File: config.mk
export PLATFORM = sky130hd
export DESIGN_NAME = uart_tx_arbiter
export DESIGN_NICKNAME = d
export VERILOG_FILES = /design/src/rtl/uart_tx_arbiter.sv
export SDC_FILE = /design/constraint.sdc
export NUM_CORES = 1
export LEC_CHECK = 0
export ABC_CLOCK_PERIOD_IN_PS = 4300
export BUFFER_PORTS_ARGS = -buffer_cell sky130_fd_sc_hd__clkbuf_2
export CELL_PAD_IN_SITES_DETAIL_PLACEMENT = 1
export CELL_PAD_IN_SITES_GLOBAL_PLACEMENT = 1
export CORE_ASPECT_RATIO = 1.5
export CORE_MARGIN = 2
export CORE_UTILIZATION = 46
export CTS_BUF_LIST = sky130_fd_sc_hd__clkbuf_4
export DETAILED_ROUTE_END_ITERATION = 12
export GPL_ROUTABILITY_DRIVEN = 1
export PLACE_DENSITY_LB_ADDON = 0.1
export SLEW_MARGIN = 20
export SYNTH_ARGS = -nofsm -noshare
export SYNTH_HDL_FRONTEND = slang
export SYNTH_SLANG_ARGS = --single-unit
export TNS_END_PERCENT = 10
File: constraint.sdc
create_clock -name sys_clk -period 4.3 [get_ports sys_clk]
set_input_delay 0.86 -clock sys_clk [delete_from_list [all_inputs] [get_ports sys_clk]]
set_output_delay 0.86 -clock sys_clk [all_outputs]
set_load 0.1 [all_outputs]
File: src/rtl/uart_tx_arbiter.sv
// Round-robin arbiter with frame locking that shares one 8N1 uart_tx among N
// byte-stream requesters, sequencing each byte through the start/idle handshake.
module uart_tx_arbiter #(
    parameter int N             = 4,
    parameter int ACK_TIMEOUT   = 16,
    parameter int STALL_TIMEOUT = 104160
) (
    input  logic           sys_clk,
    input  logic           sys_rst_n,
    input  logic [N-1:0]   req_valid,
    input  logic [8*N-1:0] req_data,
    input  logic [N-1:0]   req_last,
    output logic [N-1:0]   req_ready,
    output logic [N-1:0]   grant,
    output logic           tx_start,
    output logic [7:0]     tx_data,
    input  logic           tx_idle,
    output logic           frame_abort,
    output logic           ack_err
);

    localparam int IW = (N > 1) ? $clog2(N) : 1;
    localparam int AW = $clog2(ACK_TIMEOUT + 1);
    localparam int SW = $clog2(STALL_TIMEOUT + 1);

    localparam logic [IW-1:0] LAST_IDX    = IW'(N - 1);
    localparam logic [AW-1:0] ACK_LIMIT   = AW'(ACK_TIMEOUT - 1);
    localparam logic [SW-1:0] STALL_LIMIT = SW'(STALL_TIMEOUT - 1);
    localparam logic [IW:0]   N_WIDE      = (IW + 1)'(N);

    typedef enum logic [1:0] {
        IDLE,
        WAIT_ACK,
        WAIT_DONE
    } state_t;

    state_t        state_q, state_d;
    logic          locked_q, locked_d;
    logic [IW-1:0] owner_q, owner_d;
    logic [IW-1:0] ptr_q, ptr_d;
    logic          last_q, last_d;
    logic [AW-1:0] ack_cnt_q, ack_cnt_d;
    logic [SW-1:0] stall_cnt_q, stall_cnt_d;

    logic [N-1:0]  grant_d, ready_d;
    logic [7:0]    tx_data_d;
    logic          tx_start_d, abort_d, ack_err_d;

    logic          found;
    logic [IW-1:0] winner;
    logic [IW:0]   rr_sum;
    logic [IW-1:0] rr_idx;
    logic [IW-1:0] sel;
    logic          sel_valid;
    logic [7:0]    sel_byte;
    logic [IW-1:0] owner_next;
    logic          end_of_byte;

    // Round-robin search: first valid requester at or after ptr, wrapping mod N.
    always_comb begin
        found  = 1'b0;
        winner = '0;
        rr_sum = '0;
        rr_idx = '0;
        for (int k = 0; k < N; k++) begin
            rr_sum = {1'b0, ptr_q} + (IW + 1)'(k);
            if (rr_sum >= N_WIDE) begin
                rr_sum = rr_sum - N_WIDE;
            end
            rr_idx = rr_sum[IW-1:0];
            if (!found && req_valid[rr_idx]) begin
                found  = 1'b1;
                winner = rr_idx;
            end
        end
    end

    // While locked only the owner is eligible; everyone else is ignored.
    always_comb begin
        sel        = locked_q ? owner_q : winner;
        sel_valid  = locked_q ? req_valid[owner_q] : found;
        sel_byte   = '0;
        for (int i = 0; i < N; i++) begin
            if (sel == IW'(i)) begin
                sel_byte = req_data[8*i +: 8];
            end
        end
        owner_next = (owner_q == LAST_IDX) ? '0 : owner_q + IW'(1);
    end

    // NOTE: every signal gets a default at the top so no path leaves one
    // unassigned; otherwise synthesis would infer a latch to hold it.
    always_comb begin
        state_d     = state_q;
        locked_d    = locked_q;
        owner_d     = owner_q;
        ptr_d       = ptr_q;
        last_d      = last_q;
        ack_cnt_d   = ack_cnt_q;
        stall_cnt_d = stall_cnt_q;
        grant_d     = grant;
        tx_data_d   = tx_data;
        tx_start_d  = 1'b0;
        ready_d     = '0;
        abort_d     = 1'b0;
        ack_err_d   = 1'b0;
        end_of_byte = 1'b0;

        unique case (state_q)
            IDLE: begin
                if (sel_valid && tx_idle) begin
                    owner_d      = sel;
                    locked_d     = 1'b1;
                    grant_d      = '0;
                    grant_d[sel] = 1'b1;
                    tx_data_d    = sel_byte;
                    last_d       = req_last[sel];
                    tx_start_d   = 1'b1;
                    ready_d[sel] = 1'b1;
                    ack_cnt_d    = '0;
                    state_d      = WAIT_ACK;
                end else if (locked_q && !req_valid[owner_q]) begin
                    if (stall_cnt_q == STALL_LIMIT) begin
                        locked_d    = 1'b0;
                        grant_d     = '0;
                        abort_d     = 1'b1;
                        ptr_d       = owner_next;
                        stall_cnt_d = '0;
                    end else begin
                        stall_cnt_d = stall_cnt_q + SW'(1);
                    end
                end
            end
            WAIT_ACK: begin
                if (!tx_idle) begin
                    state_d = WAIT_DONE;
                end else if (ack_cnt_q == ACK_LIMIT) begin
                    // The transmitter never acknowledged; count the byte as sent.
                    ack_err_d   = 1'b1;
                    end_of_byte = 1'b1;
                    state_d     = IDLE;
                end else begin
                    ack_cnt_d = ack_cnt_q + AW'(1);
                end
            end
            WAIT_DONE: begin
                if (tx_idle) begin
                    end_of_byte = 1'b1;
                    state_d     = IDLE;
                end
            end
            default: state_d = IDLE;
        endcase

        if (end_of_byte) begin
            stall_cnt_d = '0;
            if (last_q) begin
                locked_d = 1'b0;
                grant_d  = '0;
                ptr_d    = owner_next;
            end
        end
    end

    // NOTE: sequential state uses non-blocking assignments so every register
    // samples the pre-edge values, independent of process evaluation order.
    always_ff @(posedge sys_clk or negedge sys_rst_n) begin
        if (!sys_rst_n) begin
            state_q     <= IDLE;
            locked_q    <= 1'b0;
            owner_q     <= '0;
            ptr_q       <= '0;
            last_q      <= 1'b0;
            ack_cnt_q   <= '0;
            stall_cnt_q <= '0;
            grant       <= '0;
            tx_data     <= '0;
            tx_start    <= 1'b0;
            req_ready   <= '0;
            frame_abort <= 1'b0;
            ack_err     <= 1'b0;
        end else begin
            state_q     <= state_d;
            locked_q    <= locked_d;
            owner_q     <= owner_d;
            ptr_q       <= ptr_d;
            last_q      <= last_d;
            ack_cnt_q   <= ack_cnt_d;
            stall_cnt_q <= stall_cnt_d;
            grant       <= grant_d;
            tx_data     <= tx_data_d;
            tx_start    <= tx_start_d;
            req_ready   <= ready_d;
            frame_abort <= abort_d;
            ack_err     <= ack_err_d;
        end
    end

endmodule

# Yosys cells after proc, flatten, opt, wreduce, memory -nomap -nowiden

Cells that the tools add are included.

Add/subtract/negate cells: 10
$lt $le $gt $ge: 11
Equality and inequality tests: 14
Muxes and demuxes: 78
Reductions and logical operators: 19

Operator list:

| operator                                                                     | count |
|---|---|
| 17-bit two-way mux                                                           | 5 |
| 2-bit two-way mux                                                            | 20 |
| 4-bit two-way mux                                                            | 8 |
| 8-bit two-way mux                                                            | 4 |
| 1-bit two-way mux                                                            | 28 |
| 2-bit by 3-bit less-than comparator with 1-bit output, second input constant | 6 |
| 17-bit by 1-bit adder with 17-bit output, second input constant              | 1 |
| 17-bit equality test, second input constant                                  | 1 |
| 5-bit two-way mux                                                            | 3 |
| 1-bit binary-select mux with 2-bit select                                    | 6 |
| 2-bit inequality test, second input constant                                 | 5 |
| 5-bit case mux with 2 select lines                                           | 1 |
| 3-bit >= comparator, second input constant                                   | 3 |
| 2-bit equality test, second input constant                                   | 4 |
| 2-bit by 1-bit subtractor with 2-bit output, second input constant           | 4 |
| 2-bit by 2-bit adder with 3-bit output, second input constant                | 2 |
| 1-bit logical AND                                                            | 6 |
| 2-bit case mux with 3 select lines                                           | 1 |
| 3-bit AND reduction                                                          | 2 |
| 2-bit nonzero test                                                           | 3 |
| 5-bit by 1-bit adder with 5-bit output, second input constant                | 1 |
| 5-bit by 4-bit equality test with 1-bit output, second input constant        | 1 |
| 2-bit by 1-bit equality test with 1-bit output, second input constant        | 2 |
| 1-bit zero test                                                              | 4 |
| 10 further kinds                                                             | 11 |

Register bits after elaboration: 49
Bits of input ports: 43
Output and inout bits: 19

# Longest topological paths before layout

Depth after elaboration: 23
Gate-level depth with buffers: 9
Gate-level depth less buffers: 9

# Worst setup path before layout

Ideal clock, no wire load.

Path type: input to register
Start point: input port req_valid[2]
End point: register ack_cnt_q[0]
Arrival time: 2.606 ns
Path slack: 1.566 ns
Stages on the path: 7
Cell sequence: buf_4 > or4b_2 > o22ai_1 > o21ai_2 > a31oi_4 > o21bai_4 > mux2_1

Word-level cells in the longest chain between the ends: 16
Elaborated cells between the ends (all ways): 24

RTL lines:

| what                                      | line | source |
|---|---|---|
| from (decl)                               | 10   | `input logic [N-1:0] req_valid,` |
| 1-bit binary-select mux with 2-bit select | 71   | `if (!found && req_valid[rr_idx]) begin` |
| 1-bit two-way mux (implied by the code)   | 71   |  |
| 1-bit two-way mux                         | 71   |  |
| 1-bit zero test                           | 71   |  |
| 1-bit logical AND                         | 71   |  |
| 1-bit two-way mux                         | 71   |  |
| 1-bit zero test                           | 71   |  |
| 1-bit logical AND                         | 71   |  |
| 1-bit two-way mux                         | 71   |  |
| 1-bit zero test                           | 71   |  |
| 1-bit logical AND                         | 71   |  |
| 1-bit two-way mux                         | 71   |  |
| 1-bit two-way mux (*)                     | 81   | `sel_valid = locked_q ? req_valid[owner_q] : found;` |
| 1-bit logical AND (*)                     | 111  | `if (sel_valid && tx_idle) begin` |
| 2-bit inequality test (no line) (*)       | --   |  |
| 4-bit AND reduction (no line) (*)         | --   |  |
| to (signal assigned)                      | 188  | `ack_cnt_q <= ack_cnt_d;` |
| to (decl)                                 | 42   | `logic [AW-1:0] ack_cnt_q, ack_cnt_d;` |

Mark *: on every way between the ends. The rest lies on a longest branch, timed or not. The select of a mux whose other input is x is not followed.
A chain may end at the register's enable or synchronous reset.

# Final worst setup path

Start point: input port req_valid[2]
End point: register last_q

Word-level cells in the longest chain between the ends: 15
Elaborated cells between the ends (all ways): 30

RTL lines:

| what                                                                           | line     | source |
|---|---|---|
| 1-bit binary-select mux with 2-bit select                                      | 71       |  |
| 1-bit two-way mux (implied by the code)                                        | 71       |  |
| 1-bit two-way mux                                                              | 71       |  |
| 1-bit zero test                                                                | 71       |  |
| 1-bit logical AND                                                              | 71       |  |
| 1-bit two-way mux                                                              | 71       |  |
| 1-bit zero test                                                                | 71       |  |
| 1-bit logical AND                                                              | 71       |  |
| 1-bit two-way mux                                                              | 71       |  |
| 1-bit zero test                                                                | 71       |  |
| 1-bit logical AND                                                              | 71       |  |
| 2-bit two-way mux or 1-bit two-way mux (tied branches)                         | 71       |  |
| 2-bit two-way mux or 1-bit two-way mux (tied branches)                         | 80, 81   |  |
| 1-bit binary-select mux with 2-bit select or 1-bit logical AND (tied branches) | 117, 111 |  |
| 1-bit two-way mux (implied by the code) or 2-bit AND reduction (tied branches) | --       |  |
| to (signal assigned)                                                           | 187      | `last_q <= last_d;` |
| to (decl)                                                                      | 41       | `logic last_q, last_d;` |

Several ways; a longest one is shown, not always the timed one. The select of a mux whose other input is x is not followed.

==> metrics.csv <==
stage,metric,value,unit
sta,fin_crit_sh,0.636,
routing,post_drt_wl_per_cell,16.2,um
sta,worst_slack,1.57,ns
critical_path,end_kind,register,
floorplan,core_area,6040,sq um
floorplan,fp.dieW,68.2,um
grt,track_usage,0.219,
sta,grt_setup_unrepaired,no,
sta,finClkSkew,0.0117,ns
grt,antenna_found_initial,0,
min_path,hold_path_end,ack_cnt_q[2]$_DFFE_PN0P_,
outcome,status,"finished, final reports clean",
layout,nets,394,
min_path,hp-class,register to register,
logic_synthesis,avgSynthCellArea,9.84,sq um
layout,mostFrequentLayoutCells,"61 x clkbuf_2, 49 x dfrtp_1, 32 x nand2_1",
clock_network,cts_setup_buffers,0,
sta,finalCriticalPeriod,2.73,ns
clock_network,numCtsBuffers,5,
layout,layout_commonest_cell,clkbuf_2,
clock_network,cts.sinks,49,
critical_path,worstPathMaxFanout,17,
critical_path,regToRegSetupSlack,1.65,ns
logic_synthesis,yosys.area.top_type,dfrtp_1,
logic_synthesis,synthTopCellsByArea,"dfrtp_1 43%, mux2i_1 7.4%, nand2_1 4.2%",
sta,worst_pin_slew,0.890,ns
routing,drt_wl_total,6.81,mm
logic_synthesis,ys.flop_type,dfrtp_1,
clock_network,cts_resized,0,
logic_synthesis,synth_warnings,0,
grt,grt_pass1_wl,11.5,mm
logic_synthesis,yosys.area.top_type_share,0.431,
logic_synthesis,synthArstFlopShare,1.00,
sta,tns,0,ns
grt,overflow,0,
critical_path,critical_path_required,4.56,ns
floorplan,dieArea,6840,sq um
critical_path,r2r_start,ack_cnt_q[0]$_DFFE_PN0P_,
clock_network,cts_hold_buf,0,
sta,slew_viol_final,0,
critical_path,reg2regPathDepth,8,
sta,slew-limit-headroom,0.403,
layout,drive_above_1_share,0.243,
sta,hold_viol,0,
run,drv_cap,0,
clock_network,h-tree-depth,2,
clock_network,clock_latency,0.38,ns
place,place_ws,1.15,ns
logic_synthesis,synth_cell_type_count,60,
layout,nFillCells,729,
sta,max_freq,366,MHz
logic_synthesis,syn_inst,289,
logic_synthesis,postSynthRegisterBits,49,
critical_path,regToRegEndpoint,ptr_q[1]$_DFF_PN0_,
logic_synthesis,seq_area_frac_synth,0.431,
routing,dr_total_vias,2397,
floorplan,rows,35,
critical_path,critPathLaunchType,input port,
routing,drt-initial-drc-count,104,
floorplan,dieHeight,100,um
min_path,whs_path_depth,1,
logic_synthesis,syn_area,2840,sq um
place,dp_hpwl,5.13,mm
grt,grt_max_degree,50,
clock_network,cts_buffer_depth,2,
grt,grt_pass1_vias,2478,
critical_path,critical_path_class,input port to register,
layout,syn_to_final_growth,14.7,%
power_and_ir_drop,powerDensity,671,nW/um^2
clock_network,clock-root-buffer,clkbuf_4,
routing,first_pass_iters,4,
min_path,min_from,ack_cnt_q[2]$_DFFE_PN0P_,
floorplan,start_util,0.470,
routing,post_drt_via_cell_ratio,5.72,
logic_synthesis,syn_nets,339,
clock_network,cts_tree,done,
layout,n_antenna_cell,0,
place,gp_congestion,0.785,
routing,drtAntennaViolNets,0,
power_and_ir_drop,power_leakage,0.00161,uW
clock_network,cts.clk_slew.worst_paths,0.15,ns
place,io_buffer_count,61,
logic_synthesis,synth_edf_count,0,
routing,drc,0,
critical_path,cp.arrival,2.99,ns
floorplan,ios,62,
power_and_ir_drop,ir_drop,0.000470,V
sta,setup_viol,0,
-- cell type report --
type                       instances  area [sq um]  area share
inverter                          14          52.6      0.0161
clock buffer                       5          37.5      0.0115
multi-input combinational        212          1490       0.458
clock inverter                     3          46.3      0.0142
sequential                        49          1230       0.376
tap                               74          92.6      0.0284
timing repair buffer              62           313      0.0960
-- worst max-delay path by stage --
stage | slack (ns) | endpoint | start | depth (start not counted)
after floorplan | 1.57 | ack_cnt_q[0]$_DFFE_PN0P_ | req_valid[2] | 7
after global placement | 1.22 | tx_data[4]$_DFFE_PN0P_ | req_valid[2] | 8
after detailed placement | 1.15 | tx_data[3]$_DFFE_PN0P_ | req_valid[2] | 8
after CTS | 1.55 | last_q$_DFFE_PN0P_ | req_valid[2] | 8
after global routing | 1.30 | last_q$_DFFE_PN0P_ | req_valid[2] | 8
final | 1.57 | last_q$_DFFE_PN0P_ | req_valid[2] | 8
-- critical path: stages --
cell	delay, ns
clkbuf_2	0.16
or4b_2	0.69
a21oi_1	0.20
o21ai_2	0.12
nand4_2	0.37
inv_2	0.16
nand2_1	0.26
o221ai_1	0.17
-- routing by layer --
layer  vias up  track usage  part of all wire
met5         -            0                 0
met4         0       0.0708             0.018
met3         9       0.0370             0.030
met2        48        0.396              0.55
met1      1193        0.255              0.40
li1       1147            -                 -
-- sequential cells by signal (all words and copies together), names as in the netlist --
name         count
stall_cnt_q     17
req_ready        4
owner_q          2
ack_cnt_q        5
tx_start         1
grant            4
ack_err          1
frame_abort      1
ptr_q            2
last_q           1
tx_data          8
locked_q         1
state_q          2
-- cell usage after synthesis (4+ instances only) --
library cell  count
nand4_1           5
o221ai_1         10
nand2b_1          5
and3_1            8
nor2_1           26
inv_1            13
a21oi_1          14
dfrtp_1          49
buf_2             5
o21ai_0           4
o31ai_1           4
clkbuf_1          4
ha_1              7
nand2_1          32
mux2i_1          21
xor2_1           13
nor2b_1           4
nand3_1          17
-- kinds of logic after synthesis --
family	Yosys count	synth area share
xor+xnor	14	0.0431
compound gates	47	0.129
buf+inv	28	0.0440
fa+ha+maj	7	0.0308
flops	49	0.431
mux	25	0.0977
simple gates	119	0.224
-- power breakdown --
part	internal [uW]	total [uW]	switching [uW]	leakage (uW)
Clock	123	286	163	0.0000414
Sequential	581	695	114	0.000644
Combinational	336	1200	869	0.000922
Total	1040	2190	1150	0.00161
-- stage by stage --
stage | hold slack, ns | power, uW | cells | utilization | cell area (sq um)
2_1_floorplan | 0.449 | 1680 | 289 | - | 2840
3_3_place_gp | 0.468 | 1890 | 411 | 0.525 | 3180
3_5_place_dp | 0.482 | 1920 | 411 | 0.525 | 3180
4_1_cts | 0.508 | 2210 | 419 | 0.539 | 3260
5_1_grt | 0.550 | 2330 | 419 | 0.539 | 3260
6_report | 0.501 | 2190 | 419 | 0.539 | 3260
No activity file was read; power rests on OpenSTA's default activity.
